`config.mk`:
```
export PLATFORM = sky130hd
export DESIGN_NAME = em4100_rx
export DESIGN_NICKNAME = d
export VERILOG_FILES = /design/src/rtl/em4100_rx.sv
export SDC_FILE = /design/constraint.sdc
export NUM_CORES = 1
export LEC_CHECK = 0
export ABC_CLOCK_PERIOD_IN_PS = 3080
export BUFFER_PORTS_ARGS = -buffer_cell sky130_fd_sc_hd__clkbuf_2
export CORE_AREA = 2 2 130 107
export CTS_CLUSTER_DIAMETER = 40
export DETAILED_ROUTE_END_ITERATION = 10
export DIE_AREA = 0 0 132 109
export PLACE_DENSITY = 0.71
export REMOVE_ABC_BUFFERS = 1
export SLEW_MARGIN = 10
export SYNTH_ARGS = -nofsm -noshare
export SYNTH_HDL_FRONTEND = slang
export SYNTH_SLANG_ARGS = --single-unit
```
`constraint.sdc`:
```
create_clock -name clk -period 3.08 [get_ports clk]
set_input_delay 0.77 -clock clk [delete_from_list [all_inputs] [get_ports clk]]
set_output_delay 0.77 -clock clk [all_outputs]
set_load 0.02 [all_outputs]
```
`src/rtl/em4100_rx.sv`:
```
// em4100_rx: EM4100 Manchester receive decoder.
// Recovers bit timing from line edges, hunts the header and validates the frame.
module em4100_rx #(
    parameter int HALF_BIT = 16
) (
    input  logic        clk,
    input  logic        rst_n,
    input  logic        en,
    input  logic        din,
    output logic [39:0] id,
    output logic        valid,
    output logic        err,
    output logic        locked
);
    localparam int TW = $clog2(4*HALF_BIT+1);
    localparam logic [TW-1:0] T_SHORT = TW'(HALF_BIT/2);
    localparam logic [TW-1:0] T_LONG  = TW'(3*HALF_BIT/2);
    localparam logic [TW-1:0] T_BAD   = TW'(5*HALF_BIT/2);
    localparam logic [TW-1:0] T_MAX   = TW'(4*HALF_BIT);

    typedef enum logic [1:0] {UNLOCK, MID, EDGE} bstate_t;
    typedef enum logic [1:0] {HUNT, DATA, CHECK} fstate_t;
    typedef enum logic [1:0] {C_NONE, C_SHORT, C_LONG, C_BAD} cls_t;

    logic          sync1, sync2, prev;
    logic [TW-1:0] tmr, ivl;
    logic          edge_seen, timeout;
    cls_t          cls;
    bstate_t       bs;
    logic          bit_vld, bit_val;
    fstate_t       fs;
    logic [3:0]    ones;
    logic [5:0]    idx;
    logic [54:0]   sr;
    logic          frame_ok;
    logic [39:0]   frame_id;
    logic [3:0]    nib, col_par;

    always_ff @(posedge clk) begin
        if (!rst_n) begin
            sync1 <= 1'b0;
            sync2 <= 1'b0;
            prev  <= 1'b0;
        end else begin
            sync1 <= din;
            sync2 <= sync1;
            prev  <= sync2;
        end
    end

    // ivl is the number of clocks since the previous edge, including this one
    assign edge_seen = sync2 ^ prev;
    assign ivl       = tmr + 1'b1;
    assign timeout   = !edge_seen && (ivl == T_BAD);

    always_comb begin
        cls = C_NONE;
        if (edge_seen) begin
            if (ivl >= T_SHORT && ivl < T_LONG)
                cls = C_SHORT;
            else if (ivl >= T_LONG && ivl < T_BAD)
                cls = C_LONG;
            else
                cls = C_BAD;
        end else if (timeout) begin
            cls = C_BAD;
        end
    end

    always_ff @(posedge clk) begin
        if (!rst_n || !en) begin
            bs      <= UNLOCK;
            tmr     <= '0;
            bit_vld <= 1'b0;
            bit_val <= 1'b0;
        end else begin
            bit_vld <= 1'b0;
            if (edge_seen)
                tmr <= '0;
            else if (tmr != T_MAX)
                tmr <= tmr + 1'b1;
            unique case (bs)
                UNLOCK: begin
                    if (cls == C_LONG) begin
                        bs      <= MID;
                        bit_vld <= 1'b1;
                        bit_val <= sync2;
                    end
                end
                MID: begin
                    unique case (cls)
                        C_SHORT: bs <= EDGE;
                        C_LONG: begin
                            bit_vld <= 1'b1;
                            bit_val <= sync2;
                        end
                        C_BAD:   bs <= UNLOCK;
                        default: ;
                    endcase
                end
                EDGE: begin
                    unique case (cls)
                        C_SHORT: begin
                            bs      <= MID;
                            bit_vld <= 1'b1;
                            bit_val <= sync2;
                        end
                        C_LONG, C_BAD: bs <= UNLOCK;
                        default: ;
                    endcase
                end
                default: bs <= UNLOCK;
            endcase
        end
    end

    assign locked = (bs != UNLOCK);

    always_comb begin
        frame_ok = 1'b1;
        frame_id = '0;
        col_par  = '0;
        nib      = '0;
        for (int r = 0; r < 10; r++) begin
            nib = sr[54-5*r -: 4];
            frame_id[39-4*r -: 4] = nib;
            col_par = col_par ^ nib;
            if ((^nib) != sr[50-5*r])
                frame_ok = 1'b0;
        end
        if (col_par != sr[4:1] || sr[0])
            frame_ok = 1'b0;
    end

    always_ff @(posedge clk) begin
        if (!rst_n) begin
            fs    <= HUNT;
            ones  <= '0;
            idx   <= '0;
            sr    <= '0;
            id    <= '0;
            valid <= 1'b0;
            err   <= 1'b0;
        end else begin
            valid <= 1'b0;
            err   <= 1'b0;
            if (!en) begin
                fs   <= HUNT;
                ones <= '0;
                idx  <= '0;
            end else begin
                unique case (fs)
                    HUNT: begin
                        if (bit_vld) begin
                            if (!bit_val) begin
                                ones <= '0;
                            end else if (ones == 4'd8) begin
                                fs   <= DATA;
                                ones <= '0;
                                idx  <= '0;
                            end else begin
                                ones <= ones + 1'b1;
                            end
                        end else if (!locked) begin
                            ones <= '0;
                        end
                    end
                    DATA: begin
                        if (!locked) begin
                            err <= 1'b1;
                            fs  <= HUNT;
                        end else if (bit_vld) begin
                            sr  <= {sr[53:0], bit_val};
                            idx <= idx + 1'b1;
                            if (idx == 6'd54)
                                fs <= CHECK;
                        end
                    end
                    CHECK: begin
                        if (frame_ok) begin
                            id    <= frame_id;
                            valid <= 1'b1;
                        end else begin
                            err <= 1'b1;
                        end
                        fs   <= HUNT;
                        ones <= '0;
                    end
                    default: fs <= HUNT;
                endcase
            end
        end
    end
endmodule

```
==> flow_metrics.py, run 1 <==
metrics = {
    "route": {
        "route.detailed.drc": 0,
        "vias": 4139,
        "drtIter0Drc": 237,
        "dr.pass1.iters": 4,
        "antenna_left": 0,
        "wire_per_inst_um": 13.5,
        "routed_wl_mm": 11.3,
        "vias_per_cell": 4.93,
    },
    "critical_path": {
        "endpoint_kind": "register",
        "crit_arrival_ns": 3.03,
        "required_ns": 3.38,
        "path_max_fanout": 37,
        "ff2ff_path_depth": 8,
        "critPathLaunchType": "register",
        "path_class": "register to register",
    },
    "finish": {
        "drive_above_1_share": 0.126,
        "final_util": 0.508,
        "area_growth_pct": 16.1,
        "nets": 663,
        "insertedDiodeCount": 0,
        "fin_cells": 840,
        "num-fill-cells": 1227,
        "stdcell_area_um2": 6690,
    },
    "status": {
        "status": "completed",
    },
    "sta": {
        "fin_skew_ns": 0.0105,
        "slew_viol_final": 0,
        "setup_viol": 0,
        "relSlewSlack": 0.501,
        "fmax_mhz": 367,
        "tns_ns": 0,
        "hold_viol": 0,
        "tightest_slew_ns": 0.748,
        "fin_crit_ns": 2.73,
        "finalCritPeriodShare": 0.885,
        "rsz0062_at_grt": "no",
    },
    "global_routing": {
        "grt_max_degree": 99,
        "antenna_found_initial": 0,
        "grt-ovfl-total": 0,
        "grt_pass1_wl_mm": 19.2,
        "first_global_vias": 4028,
        "grt.total_usage": 0.168,
    },
    "clock_network": {
        "cts-root-buf": "clkbuf_16",
        "postCtsResizedCells": 0,
        "path_clk_slew_ns": 0.06,
        "htree_levels": 4,
        "cts_tree": "built",
        "cts_buffers": 17,
        "cts.sinks": 123,
        "hold_buffers": 0,
        "clk_latency_ns": 0.41,
        "clock_path_buffers": 2,
        "post_cts_buffers": 0,
    },
    "pwr": {
        "ir_drop_uv": 389,
        "power_density_nw_per_um2": 538,
        "p_leak_nw": 2.43,
    },
    "place": {
        "dpl.hpwl_mm": 7.59,
        "port_buffers": 46,
        "gp_congestion": 0.801,
        "dp_cells": 810,
        "place_area_um2": 6120,
    },
    "logic_synthesis": {
        "synthMuxAreaShare": 0.0729,
        "synth_area_leaders": "dfxtp_1 43%, nand2_1 8.5%, mux2i_1 7.3%",
        "ys_seq_area_frac": 0.427,
        "netlist_instances": 608,
        "ys.flop_type": "dfxtp_1",
        "synth-xor-area-share": 0.158,
        "synth_area_um2": 5760,
        "synth_most_common_cell": "nand2_1",
        "synth_common_cells": "131 x nand2_1, 123 x dfxtp_1, 55 x a21boi_0, 43 x xnor2_1, 42 x mux2i_1",
        "synth-async-reset-ratio": 0,
        "yosysTopAreaCell": "dfxtp_1",
        "synth-simple-area-share": 0.192,
        "synth_top_area_frac": 0.427,
        "synth_edf_count": 0,
        "synth_top_family_by_area": "simple AND/OR/NAND/NOR gates",
        "yosys.area_share.adder": 0.0217,
        "yosysWarningCount": 0,
        "synth_compound_area_frac": 0.0955,
        "yosys_register_bits": 123,
        "synth_cell_types": 36,
        "synth.avg_cell_area_um2": 9.48,
    },
    "floorplan": {
        "core_um2": 13200,
        "io_pins": 47,
        "die_x_um": 132,
        "initial_core_util": 0.438,
        "die_area_um2": 14400,
        "die_h_um": 109,
        "rows": 38,
    },
    "min_path": {
        "min_path_cells": 1,
        "min_path_type": "register to register",
    },
    "job": {
        "maxCapViolations": 0,
    },
}
## layout make-up
type,instances,area (µm²),share of cell area
multi-input cells,447,3120,0.466
flip-flops and latches,123,2460,0.368
clock buffers,21,450,0.0673
repair buffers,50,273,0.0408
well taps,180,225,0.0337
clock inverters,9,123,0.0183
inverters,10,37.5,0.00561
## metrics by stage
| step | power (W) | hold WS (ns) | worst slack [ns] |
|---|---|---|---|
| finish | 0.00360 | 0.448 | 0.355 |
| global route | 0.00371 | 0.458 | 0.196 |
| global placement | 0.00168 | 0.427 | 0.477 |
| floorplan | 0.00166 | 0.412 | -0.103 |
| CTS | 0.00363 | 0.453 | 0.372 |
| detailed placement | 0.00168 | 0.440 | 0.380 |
## cell usage in the layout, fill, tap and decap left out, types with 4 or more instances in the layout
| cell type | n |
|---|---|
| nand3_1 | 6 |
| nand4_1 | 4 |
| clkbuf_16 | 17 |
| nor2_1 | 26 |
| dfxtp_1 | 123 |
| xnor3_1 | 13 |
| clkinv_2 | 5 |
| xnor2_1 | 43 |
| and2_1 | 7 |
| o21ai_0 | 7 |
| inv_1 | 10 |
| a21boi_0 | 55 |
| mux2i_1 | 42 |
| nand2_1 | 131 |
| nor2b_1 | 41 |
| ha_1 | 10 |
| clkbuf_2 | 46 |
| a21oi_1 | 8 |
| xor2_1 | 25 |
## logic make-up after synthesis
logic type      count (synthesis)
simple gates                  235
compound gates                 78
mux                            42
fa+ha+maj                      10
buf+inv                        38
xor+xnor                       82
flops                         123
## where the power goes
part	internal (W)	total, W	switching (W)	leakage [nW]
sequential	0.00160	0.00160	0.00000198	0.991
combinational	0.0000238	0.0000496	0.0000259	1.16
clock	0.00127	0.00196	0.000681	0.282
## final timing paths
check              start  endpoint  slack (ns)
setup / recovery  sr[31]    id[35]        0.35
hold / removal     sync1     sync2        0.45
setup reg to reg  sr[31]    id[35]        0.35
hold reg to reg    sync1     sync2        0.45
## flip-flops by register name (all words and copies together) (netlist names)
register	cells
bit_val	1
bit_vld	1
bs	2
err	1
fs	2
id	40
idx	6
ones	4
prev	1
sr	55
sync1	1
sync2	1
tmr	7
valid	1
## worst max-delay path: stages, from the launching register on
cell     delay, ns
dfxtp_1       0.44
xnor3_1       0.44
xnor2_1       0.13
nor4_1        0.38
nand3_1       0.24
nor3_4        0.32
buf_12        0.31
mux2i_1       0.25
nor2b_1       0.06
## layer usage
metal  part of all wire  vias up  GRT usage
met4              0.016        0     0.0668
met1               0.48     1968      0.214
met5                  0        -          0
met2               0.46       78      0.269
met3              0.047       15     0.0521
li1                   -     2078          -
Power figures use the tool's default switching activity.
==> run 2, diff against run 1 <==
--- a/config.mk
+++ b/config.mk
@@ -7,11 +7,11 @@
 export LEC_CHECK = 0
 export ABC_CLOCK_PERIOD_IN_PS = 3080
 export BUFFER_PORTS_ARGS = -buffer_cell sky130_fd_sc_hd__clkbuf_2
-export CORE_AREA = 2 2 130 107
+export CORE_AREA = 2 2 158 129
 export CTS_CLUSTER_DIAMETER = 40
 export DETAILED_ROUTE_END_ITERATION = 10
-export DIE_AREA = 0 0 132 109
-export PLACE_DENSITY = 0.71
+export DIE_AREA = 0 0 160 131
+export PLACE_DENSITY = 0.54
 export REMOVE_ABC_BUFFERS = 1
 export SLEW_MARGIN = 10
 export SYNTH_ARGS = -nofsm -noshare
==> flow_metrics.py, run 2 (synthesis results as in run 1) <==
metrics = {
    "critical_path": {
        "critPathLaunchType": "register",
        "path_class": "register to register",
        "ff2ff_path_depth": 8,
        "required_ns": 3.38,
        "crit_arrival_ns": 2.84,
        "r2r_start": "sr[41]",
        "cp-startpoint": "sr[41]",
        "endpoint_kind": "register",
        "path_max_fanout": 25,
    },
    "clock_network": {
        "htree_levels": 4,
        "clock_path_buffers": 2,
        "postCtsResizedCells": 0,
        "cts-root-buf": "clkbuf_16",
        "cts.sinks": 123,
        "cts_tree": "built",
        "post_cts_buffers": 0,
        "hold_buffers": 0,
        "path_clk_slew_ns": 0.05,
        "clk_latency_ns": 0.41,
        "cts_buffers": 17,
    },
    "route": {
        "drtIter0Drc": 247,
        "antenna_left": 0,
        "routed_wl_mm": 12.1,
        "vias_per_cell": 4.33,
        "route.detailed.drc": 0,
        "wire_per_inst_um": 13.1,
        "vias": 3997,
        "dr.pass1.iters": 4,
    },
    "finish": {
        "final_common_cell": "nand2_1",
        "insertedDiodeCount": 0,
        "area_growth_pct": 17.2,
        "stdcell_area_um2": 6760,
        "drive_above_1_share": 0.127,
        "final_cell_mix": "131 x nand2_1, 123 x dfxtp_1, 55 x a21boi_0, 46 x clkbuf_2, 43 x xnor2_1",
        "reg_top3": "sr: 55 flops, id: 40 flops, tmr: 7 flops",
        "top_register": "sr",
        "num-fill-cells": 2053,
        "largest_reg_flops": 55,
        "nets": 665,
        "final_util": 0.347,
    },
    "place": {
        "place_area_um2": 6230,
        "dpl_worst_slack_ns": 0.533,
        "gp_congestion": 0.768,
        "dpl.hpwl_mm": 8.06,
        "port_buffers": 46,
    },
    "floorplan": {
        "die_h_um": 131,
        "io_pins": 47,
        "initial_core_util": 0.296,
        "rows": 46,
        "die_x_um": 160,
        "die_area_um2": 21000,
        "core_um2": 19500,
    },
    "min_path": {
        "min_path_cells": 1,
        "hp-start": "sync1",
        "min_path_type": "register to register",
    },
    "sta": {
        "rsz0062_at_grt": "no",
        "fin_crit_ns": 2.54,
        "fin_ws_ns": 0.541,
        "setup_viol": 0,
        "tightest_slew_ns": 1.07,
        "relSlewSlack": 0.286,
        "fin_skew_ns": 0.00869,
        "hold_slack_ns": 0.431,
        "finalCritPeriodShare": 0.824,
        "fmax_mhz": 394,
        "hold_viol": 0,
        "slew_viol_final": 0,
    },
    "global_routing": {
        "first_global_vias": 3725,
        "grt_pass1_wl_mm": 20.0,
        "grt-ovfl-total": 0,
        "antenna_found_initial": 0,
        "grt.total_usage": 0.123,
        "grt_max_degree": 62,
    },
    "status": {
        "status": "completed",
    },
    "pwr": {
        "power_density_nw_per_um2": 511,
        "total_power_w": 0.00345,
        "p_leak_nw": 2.42,
        "ir_drop_uv": 246,
    },
    "job": {
        "maxCapViolations": 0,
    },
}
[run 2: cell count changes in the layout (fill, tap and decap cells not counted), sizes merged]
cell      previous run  this run
clkbuf              67        72
bufinv               3         0
clkinv               5         2
buf                  4         6
clkinvlp             1         0
[run 2: worst paths after layout]
path            to  slack, ns
max reg2reg  id[4]       0.54
max          id[4]       0.54
min          sync2       0.43
min reg2reg  sync2       0.43
[run 2: cell type report]
class / instances / area [µm²] / share of cell area
Clock buffer: 26 / 519 / 0.0769
Clock inverter: 2 / 10.0 / 0.00148
Timing Repair Buffer: 52 / 275 / 0.0407
Multi-Input combinational cell: 447 / 3120 / 0.462
Inverter: 10 / 37.5 / 0.00556
Sequential cell: 123 / 2460 / 0.364
Tap cell: 264 / 330 / 0.0489
[run 2: report_power, final]
| part | internal, W | switching (W) |
|---|---|---|
| registers | 0.00160 | 0.00000223 |
| clock network | 0.00114 | 0.000669 |
| logic | 0.0000239 | 0.0000271 |
| total | 0.00276 | 0.000698 |
[run 2: critical path: stages, from the launching register on]
cell and delay [ns]:
dfxtp_1 0.44, xnor3_1 0.38, xnor2_1 0.17, nor4_1 0.31
nand3_1 0.21, nor3_4 0.17, buf_4 0.44, mux2i_1 0.25
nor2b_1 0.06
[run 2: through the flow]
step | instances | setup TNS [ns]
floorplan | 580 | -4.10
global placement | 896 | 0
detailed placement | 896 | 0
CTS | 924 | 0
global route | 924 | 0
finish | 924 | 0
[run 2: routing by layer]
layer / vias to the layer above / track usage / share of wire / wire length [µm]
li1: 2085 / - / - / -
met1: 1847 / 0.179 / 0.55 / 6640
met2: 54 / 0.172 / 0.40 / 4860
met3: 11 / 0.0347 / 0.037 / 443
met4: 0 / 0.0429 / 0.014 / 168
met5: - / 0 / 0 / 0
==> run 3, diff against run 2 <==
--- a/config.mk
+++ b/config.mk
@@ -5,13 +5,13 @@
 export SDC_FILE = /design/constraint.sdc
 export NUM_CORES = 1
 export LEC_CHECK = 0
-export ABC_CLOCK_PERIOD_IN_PS = 3080
+export ABC_CLOCK_PERIOD_IN_PS = 2050
 export BUFFER_PORTS_ARGS = -buffer_cell sky130_fd_sc_hd__clkbuf_2
 export CORE_AREA = 2 2 158 129
 export CTS_CLUSTER_DIAMETER = 40
 export DETAILED_ROUTE_END_ITERATION = 10
 export DIE_AREA = 0 0 160 131
-export PLACE_DENSITY = 0.54
+export PLACE_DENSITY = 0.56
 export REMOVE_ABC_BUFFERS = 1
 export SLEW_MARGIN = 10
 export SYNTH_ARGS = -nofsm -noshare
==> constraint.sdc (replaced) <==
create_clock -name clk -period 2.05 [get_ports clk]
set_input_delay 0.5125 -clock clk [delete_from_list [all_inputs] [get_ports clk]]
set_output_delay 0.5125 -clock clk [all_outputs]
set_load 0.02 [all_outputs]
==> flow_metrics.py, run 3 (synthesis results as in run 1) <==
metrics = {
    "sta": {
        "finalCritPeriodShare": 1.11,
        "fin_crit_ns": 2.28,
        "fin_ws_ns": -0.230,
        "hold_viol": 0,
        "fmax_mhz": 439,
        "tightest_slew_ns": 0.423,
        "relSlewSlack": 0.717,
        "setup_viol": 40,
        "rsz0062_at_grt": "yes",
        "tns_ns": -7.32,
        "slew_viol_final": 0,
        "fin_skew_ns": 0.00923,
    },
    "global_routing": {
        "antenna_found_initial": 0,
        "grt-busiest-layer": "met2",
        "first_global_vias": 3995,
        "grt-ovfl-total": 0,
        "use_met1": 0.176,
        "grt_use_met3": 0.0414,
        "grt.total_usage": 0.129,
        "grt_pass1_wl_mm": 21.0,
        "grt_max_degree": 99,
        "met2_usage": 0.188,
    },
    "finish": {
        "final_cell_mix": "131 x nand2_1, 114 x dfxtp_1, 67 x buf_4, 55 x a21boi_0, 46 x clkbuf_2",
        "top_register": "sr",
        "num-fill-cells": 1993,
        "nets": 734,
        "insertedDiodeCount": 0,
        "reg_top3": "sr: 55 flops, id: 40 flops, tmr: 7 flops",
        "final_common_cell": "nand2_1",
        "final_util": 0.385,
        "largest_reg_flops": 55,
        "seqCellArea_um2": 2470,
        "drive_above_1_share": 0.239,
        "area_growth_pct": 30.1,
        "multi_input_area_um2": 3190,
    },
    "clock_network": {
        "clk_latency_ns": 0.42,
        "cts.sinks": 123,
        "cts_buffers": 17,
        "htree_levels": 4,
        "cts-root-buf": "clkbuf_16",
        "clock_path_buffers": 2,
        "path_clk_slew_ns": 0.06,
        "cts_tree": "built",
    },
    "floorplan": {
        "die_x_um": 160,
        "die_area_um2": 21000,
        "rows": 46,
        "io_pins": 47,
        "initial_core_util": 0.296,
        "die_h_um": 131,
        "core_um2": 19500,
    },
    "place": {
        "port_buffers": 46,
        "dpl_worst_slack_ns": -0.248,
        "gp_congestion": 0.739,
        "dpl.hpwl_mm": 8.50,
    },
    "critical_path": {
        "endpoint_kind": "register",
        "path_class": "register to register",
        "critPathLaunchType": "register",
        "path_max_fanout": 18,
        "required_ns": 2.36,
        "crit_arrival_ns": 2.59,
    },
    "route": {
        "dr.pass1.iters": 4,
        "route.detailed.drc": 0,
        "antenna_left": 0,
        "routed_wl_mm": 13.0,
        "vias": 4224,
        "wire_per_inst_um": 13.1,
        "drtIter0Drc": 289,
        "vias_per_cell": 4.24,
    },
    "pwr": {
        "total_power_w": 0.00530,
        "power_density_nw_per_um2": 707,
        "p_leak_nw": 2.87,
        "ir_drop_uv": 519,
    },
    "status": {
        "status": "finished with violations",
        "violations": "negative setup slack",
    },
    "job": {
        "maxCapViolations": 0,
    },
    "min_path": {
        "min_path_type": "input port to register",
    },
}
## run 3: changes by cell type in the layout (fill, tap and decap cells not counted), moves of 3 or more
cell	previous run	this run
dfxtp_2	0	9
dfxtp_1	123	114
buf_4	6	67
buf_12	0	5
xnor2_2	0	3
clkbuf_8	6	3
xnor2_1	43	40
## run 3: layer usage
layer,share of wire,wire length [µm],vias to the layer above
met3,0.040,524,15
li1,-,-,2225
met2,0.42,5520,47
met5,0,0,-
met1,0.52,6800,1937
met4,0.015,200,0
## run 3: final cells by class
cell class | instances | share of cell area
multi-input combinational | 447 | 0.426
sequential | 123 | 0.330
timing repair buffer | 121 | 0.122
clock buffer | 25 | 0.0648
tap | 264 | 0.0441
clock inverter | 7 | 0.00868
inverter | 10 | 0.00501
## run 3: path summary, 6_finish.rpt
kind,start,slack (ns),cells past startpoint,to
worst min-delay path,din,0.30,2,sync1
worst max-delay path,sr[41],-0.23,10,id[7]
worst min register to register,sync1,0.44,1,sync2
worst max register to register,sr[41],-0.23,10,id[7]
## run 3: power breakdown
group          leakage [nW]  internal (W)   total, W  switching, W
sequential            0.996       0.00240    0.00240    0.00000306
clock                 0.267       0.00175    0.00282       0.00107
combinational          1.60     0.0000372  0.0000800     0.0000429
total                  2.87       0.00419    0.00530       0.00111
## run 3: per-stage QoR
stage          instance area [µm²]  cells  hold slack, ns
2_1_floorplan                 5610    580           0.412
3_3_place_gp                  6780    961           0.423
3_5_place_dp                  6780    961           0.423
4_1_cts                       7400    996           0.276
5_1_grt                       7500    997           0.290
6_report                      7500    997           0.297
## run 3: critical path, cell delays in order (launching register included)
cell and delay (ns):
dfxtp_2 0.33, buf_4 0.15, xnor2_2 0.15, xnor2_2 0.15, xnor3_2 0.41, nand4_4 0.13, nor3_4 0.21, buf_12 0.16
buf_16 0.18, mux2i_1 0.20, nor2b_1 0.07
## run 3: timing repair
action / CTS / global route
endpoints found under the setup margin: 40 / 44
hold buffers: 0 / 0
pin swaps: 3 / 4
resized for setup: 8 / 16
buffers inserted: 2 / 2
cloned: 1 / 1
